===== config.mk =====
export PLATFORM = sky130hd
export DESIGN_NAME = sseg_scan_ctrl
export DESIGN_NICKNAME = d
export VERILOG_FILES = /design/src/rtl/sseg_scan_ctrl.sv
export SDC_FILE = /design/constraint.sdc
export NUM_CORES = 1
export LEC_CHECK = 0
export ABC_AREA = 0
export CAP_MARGIN = 10
export CORE_MARGIN = 8
export CORE_UTILIZATION = 51
export CTS_CLUSTER_DIAMETER = 50
export CTS_CLUSTER_SIZE = 12
export DETAILED_ROUTE_END_ITERATION = 16
export DONT_BUFFER_PORTS = 1
export PLACE_DENSITY = 0.77
export SYNTH_ARGS = -nofsm -noshare
export SYNTH_HDL_FRONTEND = slang
export SYNTH_SLANG_ARGS = --single-unit

===== constraint.sdc =====
create_clock -name clk -period 3 [get_ports clk]
set_clock_uncertainty 0.2 [all_clocks]
set_input_delay 0.3 -clock clk [delete_from_list [all_inputs] [get_ports clk]]
set_output_delay 0.3 -clock clk [all_outputs]
set_load 0.05 [all_outputs]

===== src/rtl/sseg_scan_ctrl.sv =====
// Multiplexed seven-segment scan controller with double-buffered display data.
// Optional PWM dimming per digit slot: define SSEG_SCAN_DIM_EN to add the bright port.
module sseg_scan_ctrl #(
    parameter int unsigned DIGITS   = 4,
    parameter int unsigned PRESCALE = 1000,
    parameter int unsigned BLANK    = 16,
    parameter int unsigned INV      = 1
) (
    input  logic                  clk,
    input  logic                  rst,
    input  logic                  load,
    input  logic [4*DIGITS-1:0]   data,
    input  logic [DIGITS-1:0]     dp_in,
    input  logic                  lzs,
`ifdef SSEG_SCAN_DIM_EN
    input  logic [3:0]            bright,
`endif
    output logic                  pending,
    output logic                  frame,
    output logic [DIGITS-1:0]     digit_en,
    output logic [6:0]            sseg,
    output logic                  dp
);

    localparam int unsigned CW = (PRESCALE > 1) ? $clog2(PRESCALE) : 1;
    localparam int unsigned IW = $clog2(DIGITS);
    localparam logic [CW-1:0] CNT_MAX = CW'(PRESCALE - 1);
    localparam logic [IW-1:0] IDX_MAX = IW'(DIGITS - 1);
    localparam logic          POL     = (INV != 0);

    logic [CW-1:0]       cnt_q, cnt_d;
    logic [IW-1:0]       idx_q, idx_d;
    logic [4*DIGITS-1:0] sh_data_q, sh_data_d, dsp_data_q, dsp_data_d;
    logic [DIGITS-1:0]   sh_dp_q, sh_dp_d, dsp_dp_q, dsp_dp_d;
    logic                pending_q, pending_d;
    logic                frame_q;
    logic [DIGITS-1:0]   digit_en_q, en_d;
    logic [6:0]          sseg_q, seg_d;
    logic                dp_q, dp_d;

    logic                last_cnt, boundary, zero_run, supp_sel, dp_sel, dim_ok, lit;
    logic [DIGITS-1:0]   supp;
    logic [3:0]          nib;
    logic [31:0]         cnt_u;

    function automatic logic [6:0] hex7(input logic [3:0] n);
        case (n)
            4'h0: hex7 = 7'h3F;  4'h1: hex7 = 7'h06;  4'h2: hex7 = 7'h5B;  4'h3: hex7 = 7'h4F;
            4'h4: hex7 = 7'h66;  4'h5: hex7 = 7'h6D;  4'h6: hex7 = 7'h7D;  4'h7: hex7 = 7'h07;
            4'h8: hex7 = 7'h7F;  4'h9: hex7 = 7'h6F;  4'hA: hex7 = 7'h77;  4'hB: hex7 = 7'h7C;
            4'hC: hex7 = 7'h39;  4'hD: hex7 = 7'h5E;  4'hE: hex7 = 7'h79;  default: hex7 = 7'h71;
        endcase
    endfunction

    always_comb begin
        last_cnt = (cnt_q == CNT_MAX);
        boundary = last_cnt && (idx_q == IDX_MAX);
        cnt_d    = last_cnt ? '0 : cnt_q + 1'b1;
        idx_d    = idx_q;
        if (last_cnt)
            idx_d = (idx_q == IDX_MAX) ? '0 : idx_q + 1'b1;

        sh_data_d  = sh_data_q;
        sh_dp_d    = sh_dp_q;
        dsp_data_d = dsp_data_q;
        dsp_dp_d   = dsp_dp_q;
        pending_d  = pending_q;
        if (load) begin
            sh_data_d = data;
            sh_dp_d   = dp_in;
        end
        // A load landing on the boundary bypasses the shadow so it is not delayed a frame.
        if (boundary && load) begin
            dsp_data_d = data;
            dsp_dp_d   = dp_in;
            pending_d  = 1'b0;
        end else if (boundary && pending_q) begin
            dsp_data_d = sh_data_q;
            dsp_dp_d   = sh_dp_q;
            pending_d  = 1'b0;
        end else if (load) begin
            pending_d  = 1'b1;
        end

        zero_run = 1'b1;
        supp     = '0;
        for (int unsigned k = 1; k < DIGITS; k++) begin
            zero_run = zero_run & (dsp_data_q[(DIGITS-k)*4 +: 4] == 4'h0);
            supp[DIGITS-k] = lzs & zero_run;
        end

        nib      = '0;
        dp_sel   = 1'b0;
        supp_sel = 1'b0;
        for (int unsigned i = 0; i < DIGITS; i++) begin
            if (idx_q == IW'(i)) begin
                nib      = dsp_data_q[i*4 +: 4];
                dp_sel   = dsp_dp_q[i];
                supp_sel = supp[i];
            end
        end

        cnt_u = 32'(cnt_q);
`ifdef SSEG_SCAN_DIM_EN
        dim_ok = ((cnt_u - BLANK) << 4) < ((32'(bright) + 32'd1) * (PRESCALE - BLANK));
`else
        dim_ok = 1'b1;
`endif
        lit   = (cnt_u >= BLANK) && !supp_sel && dim_ok;
        en_d  = lit ? (DIGITS'(1) << idx_q) : '0;
        seg_d = lit ? hex7(nib) : '0;
        dp_d  = lit & dp_sel;
    end

    always_ff @(posedge clk or posedge rst) begin
        if (rst) begin
            cnt_q      <= '0;
            idx_q      <= '0;
            sh_data_q  <= '0;
            sh_dp_q    <= '0;
            dsp_data_q <= '0;
            dsp_dp_q   <= '0;
            pending_q  <= 1'b0;
            frame_q    <= 1'b0;
            digit_en_q <= {DIGITS{POL}};
            sseg_q     <= {7{POL}};
            dp_q       <= POL;
        end else begin
            cnt_q      <= cnt_d;
            idx_q      <= idx_d;
            sh_data_q  <= sh_data_d;
            sh_dp_q    <= sh_dp_d;
            dsp_data_q <= dsp_data_d;
            dsp_dp_q   <= dsp_dp_d;
            pending_q  <= pending_d;
            frame_q    <= boundary;
            digit_en_q <= POL ? ~en_d : en_d;
            sseg_q     <= POL ? ~seg_d : seg_d;
            dp_q       <= POL ? ~dp_d : dp_d;
        end
    end

    assign pending  = pending_q;
    assign frame    = frame_q;
    assign digit_en = digit_en_q;
    assign sseg     = sseg_q;
    assign dp       = dp_q;

endmodule


==> results_tabular.tex, run 1 <==
\begin{tabular}{lr}
\hline
Metric & Value \\
\hline
\multicolumn{2}{l}{\textbf{Status}} \\
\quad Outcome & completed \\
\multicolumn{2}{l}{\textbf{Detailed routing}} \\
\quad Pre-Repair DR Iteration Count & 4 \\
\quad Average wire length per cell after detail routing & between 15 and 20 um \\
\quad Via count & 2385 \\
\quad Post-DR vias/cell & $\sim$5.6 \\
\quad Post-detailed-route DRC marker count & 0 \\
\quad Detail Route Antenna Nets & 0 \\
\quad Post-detailed-routing wire length & 6720 um \\
\quad DRC marker count from the first detailed-route iteration & 132 \\
\multicolumn{2}{l}{\textbf{Placement}} \\
\quad Number of buffers inserted by port buffering & 0 \\
\quad Placer congestion estimate & 0.863 \\
\quad Placed wire-length estimate & between 4000 and 5000 um \\
\multicolumn{2}{l}{\textbf{Logic synthesis}} \\
\quad Nets in the synthesized netlist & 348 \\
\quad Area contributors post-synth & dfrtp\_1 42\%, dfstp\_2 9.8\%, nand2\_1 6.0\%, ha\_1 4.6\%, nand2b\_1 3.7\% \\
\quad Count of state elements after synthesis & between 60 and 70 \\
\quad Primary flip-flop cell chosen by synthesis mapping & dfrtp\_1 \\
\quad Sequential fraction of the synthesis area & 0.516 \\
\quad Unique cell type count in the Yosys netlist & 50 \\
\quad Synthesized area & 0.00323 mm\^{}2 \\
\quad Warning count from the yosys run & 0 \\
\quad Synthesized instance count & 312 \\
\quad Share of flip-flops with an asynchronous set or reset after synthesis & 1.00 \\
\quad Number of enable flip-flop cells after synthesis & 0 \\
\quad Top-area cell type share of the netlist area & 0.418 \\
\quad Mean post-synth cell area & 10.4 um\^{}2 \\
\quad Cell accounting for the most synthesized area & dfrtp\_1 \\
\multicolumn{2}{l}{\textbf{Worst hold path}} \\
\quad Hold WC Path Type & in -> reg \\
\multicolumn{2}{l}{\textbf{Timing}} \\
\quad Worst hold slack & 4.24 ps \\
\quad Setup TNS & 0 ps \\
\quad Time the worst path needs with I/O delays and setup & 2570 ps \\
\quad Pins over their slew limit & 0 \\
\quad Post-route clock period utilization & 0.857 \\
\quad Transition time of the tightest slew-check pin & 930 ps \\
\quad Endpoints failing hold & 0 \\
\quad Maximum clock frequency & around 390 MHz \\
\quad Final setup vio count & 0 \\
\quad RSZ-0062 raised after global routing & no \\
\quad Relative slew slack & 0.378 \\
\multicolumn{2}{l}{\textbf{Worst setup path}} \\
\quad Element type at the critical path start & flop \\
\quad Critical path data required time & 3030 ps \\
\quad Critical Path Sink Type & flop \\
\quad Crit path kind & reg -> reg \\
\quad Max Fanout on Critical Path & 12 \\
\quad Setup slack on the worst flop-to-flop path & 430 ps \\
\quad Arrival time of the worst setup path & 2590 ps \\
\multicolumn{2}{l}{\textbf{Clock tree}} \\
\quad TritonCTS Sinks & 66 \\
\quad Number of buffers created by CTS & 9 \\
\quad CTS root buffer & clkbuf\_8 \\
\quad Insertion delay to the later sink of the worst-skew pair & 340 ps \\
\quad Maximum clock insertion buffer count & 2 \\
\quad CTS tree & done \\
\quad Number of H-tree branching levels & 3 \\
\quad CTS clk-pin slew, worst paths & 70 ps \\
\multicolumn{2}{l}{\textbf{Layout}} \\
\quad Fillers & 531 \\
\quad Most common library cell in the layout ignoring fill and taps & dfrtp\_1 \\
\quad Area growth, synth to finish & 15.1\% \\
\quad Layout cell share with drive strength beyond 1 & 0.153 \\
\quad Net count of the finished layout & 377 \\
\quad Total inserted antenna cells & 0 \\
\quad Leading cell types in the layout, fill and taps excluded & 54 x dfrtp\_1, 52 x nand2\_1, 29 x nor2\_1 \\
\multicolumn{2}{l}{\textbf{Die}} \\
\quad Die W & 95.6 um \\
\quad Core area & $\sim$0.0062 mm\^{}2 \\
\quad Starting density of the core & 0.517 \\
\quad Cell row count & 29 \\
\quad I/O pin total & 38 \\
\quad Die height & 95.6 um \\
\quad Die outline area & 0.00913 mm\^{}2 \\
\multicolumn{2}{l}{\textbf{Power and ir drop}} \\
\quad Leakage component of the power & about 1.6 nW \\
\quad Cell area power density & 448 mW/mm\^{}2 \\
\quad Worst VDD drop & 275 uV \\
\multicolumn{2}{l}{\textbf{Global route}} \\
\quad Number of global-route vias before repair & 2440 \\
\quad Maximum number of pins on one net before global-route repair & 33 \\
\quad Initial antenna violation count & 0 \\
\quad Overall routing resource usage & 0.166 \\
\quad GRT Residual Overflow & 0 \\
\quad Global-route wire length before repair & approximately 12000 um \\
\multicolumn{2}{l}{\textbf{Flow run}} \\
\quad Max-cap viol count & 0 \\
\hline
\end{tabular}
==> worst max-delay path: stages (launching register included) <==
cell and delay (ps):
dfrtp_1 410, ha_1 390, nor2_1 70, a22o_1 190
a31oi_1 450, inv_1 170, ha_1 280, mux2i_1 150
o221ai_1 140
==> layer usage <==
metal  up-vias  global-route usage  wire length, um
li1       1159                   -                -
met2        65               0.261             3160
met4         0              0.0858              191
met5         -                   0                0
met3        18              0.0402              295
met1      1143               0.207             3070
==> cells by family (layout without fill, tap and decap cells) <==
| group | Yosys count | after routing | synth area share |
|---|---|---|---|
| muxes | 7 | 7 | 0.0236 |
| adders and majority gates | 12 | 12 | 0.0465 |
| AOI/OAI and AO/OA | 57 | 57 | 0.139 |
| buffers and inverters | 25 | 59 | 0.0415 |
| xor gates and xnor gates | 6 | 6 | 0.0163 |
| and+or+nand+nor | 139 | 139 | 0.217 |
| DFF | 66 | 66 | 0.516 |
==> sequential cells by signal (all words and copies together), names as in the netlist <==
signal,flops
digit_en,4
pending,1
frame,1
sh_dp_q,4
dp,1
dsp_dp_q,4
sh_data_q,16
idx_q,2
sseg,7
cnt_q,10
dsp_data_q,16
==> synth_stat cells, types with 2 or more instances <==
cell	count
or3_2	2
nand2b_1	19
nor2_1	29
dfrtp_1	54
a21oi_1	11
nand3_1	5
nor3b_1	3
and3_1	2
a22oi_1	3
o2bb2ai_1	3
a221o_2	8
dfstp_2	12
o21ai_0	5
o221ai_1	4
nor4_1	5
and2_1	2
a221o_1	7
inv_1	8
nand3b_1	5
a311oi_1	3
ha_1	12
buf_6	3
mux2i_1	2
xnor2_1	2
clkbuf_1	9
a211oi_1	2
o31ai_1	2
buf_2	2
nor2b_1	6
mux2_2	5
xor2_1	4
or3_1	2
o22ai_1	3
nand2_1	52
==> path summary, 6_finish.rpt <==
kind                       cells past startpoint                         to                       from
min reg2reg                                    2  sh_data_q[10]$_DFFE_PP0P_  sh_data_q[10]$_DFFE_PP0P_
max in group asynchronous                      3      digit_en[3]$_DFF_PP1_                        rst
min in group asynchronous                      2            frame$_DFF_PP0_                        rst
max reg2reg                                    8          sseg[4]$_DFF_PP1_       idx_q[0]$_DFFE_PP0N_
max                                            8          sseg[4]$_DFF_PP1_       idx_q[0]$_DFFE_PP0N_
min                                            2    dsp_dp_q[2]$_DFFE_PP0N_                   dp_in[2]
==> through the flow <==
stage               std cells  utilization  instance area (um^2)  power (mW)  setup WS [ps]
floorplan                 312            -                  3230        1.00            441
global placement          379        0.525                  3270        1.01            517
detailed placement        379        0.525                  3270        1.01            492
CTS                       423        0.596                  3720        1.68            399
global route              423        0.596                  3720        1.74            229
finish                    423        0.596                  3720        1.67            430
==> timing repair <==
item / 4_1_cts / 5_1_grt
hold buffers: 28 / 0
setup buffers: 0 / 0
endpoints found under the hold margin: 60 / 0
gates resized for setup: 0 / 0
==> power breakdown <==
| part | internal (mW) | switching [mW] |
|---|---|---|
| Combinational | 0.0501 | 0.0509 |
| Sequential | 0.919 | 0.0129 |
| Clock | 0.319 | 0.315 |
==> cell type report <==
type                    instances  area, um^2  area share
clock inverters                 3        15.0     0.00404
flip-flops and latches         66        1670       0.448
inverters                       8        30.0     0.00808
well taps                      77        96.3      0.0259
clock buffers                  13         149      0.0400
repair buffers                 35         333      0.0895
multi-input cells             221        1430       0.384
No activity file was read; power rests on OpenSTA's default activity.
==> run 2: changes to the inputs <==
- CORE_UTILIZATION: 51 -> 55
- CTS_BUF_LIST: unset -> sky130_fd_sc_hd__clkbuf_2
- PLACE_DENSITY: 0.77 -> 0.81
==> results_tabular.tex, run 2 (synthesis gave the netlist of run 1 again) <==
\begin{tabular}{lr}
\hline
Metric & Value \\
\hline
\multicolumn{2}{l}{\textbf{Power and ir drop}} \\
\quad Cell area power density & around 400 mW/mm\^{}2 \\
\quad Worst VDD drop & 296 uV \\
\quad Leakage component of the power & approximately 1.7 nW \\
\multicolumn{2}{l}{\textbf{Detailed routing}} \\
\quad Post-DR vias/cell & 5.53 \\
\quad Post-detailed-routing wire length & 6980 um \\
\quad Post-detailed-route DRC marker count & 0 \\
\quad Via count & 2473 \\
\quad Pre-Repair DR Iteration Count & 4 \\
\quad Detail Route Antenna Nets & 0 \\
\quad DRC marker count from the first detailed-route iteration & 106 \\
\quad Average wire length per cell after detail routing & $\sim$16 um \\
\multicolumn{2}{l}{\textbf{Timing}} \\
\quad Final setup vio count & 0 \\
\quad Endpoints failing hold & 0 \\
\quad Setup TNS & 0 ps \\
\quad Relative slew slack & 0.421 \\
\quad Pins over their slew limit & 0 \\
\quad RSZ-0062 raised after global routing & no \\
\quad Transition time of the tightest slew-check pin & 867 ps \\
\quad Time the worst path needs with I/O delays and setup & 2560 ps \\
\quad Worst hold slack & 98.5 ps \\
\quad Maximum clock frequency & 390 MHz \\
\quad Post-route clock period utilization & 0.855 \\
\multicolumn{2}{l}{\textbf{Clock tree}} \\
\quad CTS tree & done \\
\quad CTS root buffer & clkbuf\_2 \\
\quad Maximum clock insertion buffer count & 2 \\
\quad Number of buffers created by CTS & 9 \\
\quad Insertion delay to the later sink of the worst-skew pair & between 400 and 500 ps \\
\quad CTS clk-pin slew, worst paths & between 150 and 200 ps \\
\quad TritonCTS Sinks & 66 \\
\quad Number of H-tree branching levels & 3 \\
\multicolumn{2}{l}{\textbf{Global route}} \\
\quad Overall routing resource usage & 0.176 \\
\quad GRT Residual Overflow & 0 \\
\quad Number of global-route vias before repair & 2514 \\
\quad Initial antenna violation count & 0 \\
\quad Global-route wire length before repair & 11900 um \\
\quad Maximum number of pins on one net before global-route repair & 45 \\
\multicolumn{2}{l}{\textbf{Worst setup path}} \\
\quad Cell repeated most along the worst path & ha\_1 \\
\quad Setup slack on the worst flop-to-flop path & 440 ps \\
\quad Number of cell instances on the worst register-to-register path & 8 \\
\quad Arrival time of the worst setup path & 2750 ps \\
\quad Critical Path Sink Type & flop \\
\quad CP top delay family & compound AO/OA/AOI/OAI gates \\
\quad Max Fanout on Critical Path & 12 \\
\quad Series of cell instances along the critical path & ha\_1, nor2\_1, a22o\_1, a31oi\_1, inv\_1, ha\_1, mux2i\_1, o221ai\_1 \\
\quad Reg2Reg Launch Point & idx\_q[0]\$\_DFFE\_PP0N\_ \\
\quad Crit path kind & reg -> reg \\
\quad Maximum single-stage delay on the critical path & 440 ps \\
\quad Critical path data required time & approximately 3200 ps \\
\quad Max stage delay cell, worst path & dfrtp\_1 \\
\quad Element type at the critical path start & flop \\
\quad Worst reg2reg endpoint & sseg[4]\$\_DFF\_PP1\_ \\
\quad Buf+Inv Stages, Crit Path & 1 \\
\multicolumn{2}{l}{\textbf{Flow run}} \\
\quad Max-cap viol count & 0 \\
\multicolumn{2}{l}{\textbf{Die}} \\
\quad Die outline area & roughly 0.0086 mm\^{}2 \\
\quad I/O pin total & 38 \\
\quad Die height & 92.6 um \\
\quad Starting density of the core & 0.559 \\
\quad Cell row count & 28 \\
\quad Core area & 0.00578 mm\^{}2 \\
\quad Die W & 92.6 um \\
\multicolumn{2}{l}{\textbf{Status}} \\
\quad Outcome & completed \\
\multicolumn{2}{l}{\textbf{Placement}} \\
\quad Placer congestion estimate & between 0.8 and 0.9 \\
\quad Number of buffers inserted by port buffering & 0 \\
\quad \# placed instances & roughly 380 \\
\quad Placed wire-length estimate & 4330 um \\
\multicolumn{2}{l}{\textbf{Layout}} \\
\quad Net count of the finished layout & slightly above 400 \\
\quad Largest registers in the final layout & dsp\_data\_q: 16 flops, sh\_data\_q: 16 flops, cnt\_q: 10 flops \\
\quad Leading cell types in the layout, fill and taps excluded & 54 x dfrtp\_1, 53 x dlygate4sd3\_1, 52 x nand2\_1 \\
\quad Layout cell share with drive strength beyond 1 & 0.148 \\
\quad Multi-input combinational cell area & 0.00143 mm\^{}2 \\
\quad Non-filler cells, final & 447 \\
\quad Area growth, synth to finish & 21.5\% \\
\quad Fillers & 439 \\
\quad Sequential Area & 0.00167 mm\^{}2 \\
\quad Most common library cell in the layout ignoring fill and taps & dfrtp\_1 \\
\quad Total inserted antenna cells & 0 \\
\multicolumn{2}{l}{\textbf{Worst hold path}} \\
\quad Hold WC Path Type & in -> reg \\
\quad Number of cells on the worst hold path & 5 \\
\quad Launch instance of the worst min-delay path & lzs \\
\quad Endpoint of the worst hold-timing path & dp\$\_DFF\_PP1\_ \\
\hline
\end{tabular}
[run 2: changes by cell type in the layout (fill, tap and decap cells not counted), sizes merged]
cell	delta
buf	+1
bufinv	+1
clkbuf	-1
dlygate4sd3	+25
[run 2: final cells by class]
cell class,instances,area share
Clock buffer,12,0.0153
Clock inverter,4,0.0108
Inverter,8,0.00765
Multi-Input combinational cell,221,0.364
Sequential cell,66,0.425
Tap cell,75,0.0239
Timing Repair Buffer,61,0.154
[run 2: worst max-delay path by stage]
| stage | startpoint | end | cells after the start | slack [ps] |
|---|---|---|---|---|
| global route | idx_q[0]$_DFFE_PP0N_ | sseg[6]$_DFF_PP1_ | 8 | 230 |
| floorplan | idx_q[1]$_DFFE_PP0N_ | sseg[3]$_DFF_PP1_ | 10 | 440 |
| finish | idx_q[0]$_DFFE_PP0N_ | sseg[4]$_DFF_PP1_ | 8 | 440 |
| detailed placement | idx_q[0]$_DFFE_PP0N_ | sseg[4]$_DFF_PP1_ | 8 | 470 |
| CTS | idx_q[0]$_DFFE_PP0N_ | sseg[4]$_DFF_PP1_ | 8 | 420 |
| global placement | idx_q[0]$_DFFE_PP0N_ | sseg[4]$_DFF_PP1_ | 8 | 550 |
[run 2: tightest hold or removal path, delay by kind of cell]
kind                   cells  cell delay (ps)
buffers and inverters      1              180
AO/OA/AOI/OAI              3              240
AND/OR/NAND/NOR            1               60
[run 2: where the power goes]
part           switching [mW]  internal (mW)
registers              0.0140          0.919
clock network           0.296          0.197
logic                  0.0643         0.0829
total                   0.374           1.20
[run 2: stage by stage]
step / util / power [mW] / area, um^2 / setup slack [ps]
2_1_floorplan: - / 1.00 / 3230 / 441
3_3_place_gp: 0.566 / 1.01 / 3270 / 549
3_5_place_dp: 0.566 / 1.01 / 3270 / 468
4_1_cts: 0.679 / 1.57 / 3930 / 421
5_1_grt: 0.679 / 1.63 / 3930 / 225
6_report: 0.679 / 1.57 / 3930 / 436
[run 2: timing repair]
action	CTS	global route
hold buffers	54	0
setup buffers	0	0
endpoints found under the hold margin	79	0
resized for setup	0	0
[run 2: per-layer routing]
layer / wire length, um / global-route usage / up-vias
met4: 153 / 0.0846 / 0
li1: - / - / 1205
met3: 351 / 0.0469 / 16
met2: 3350 / 0.285 / 56
met5: 0 / 0 / -
met1: 3120 / 0.213 / 1196
==> run 3: changes to the inputs <==
- SLEW_MARGIN: unset -> 15
==> results of run 3 <==
No change in the layout: final DEF, timing and power equal those of run 2.
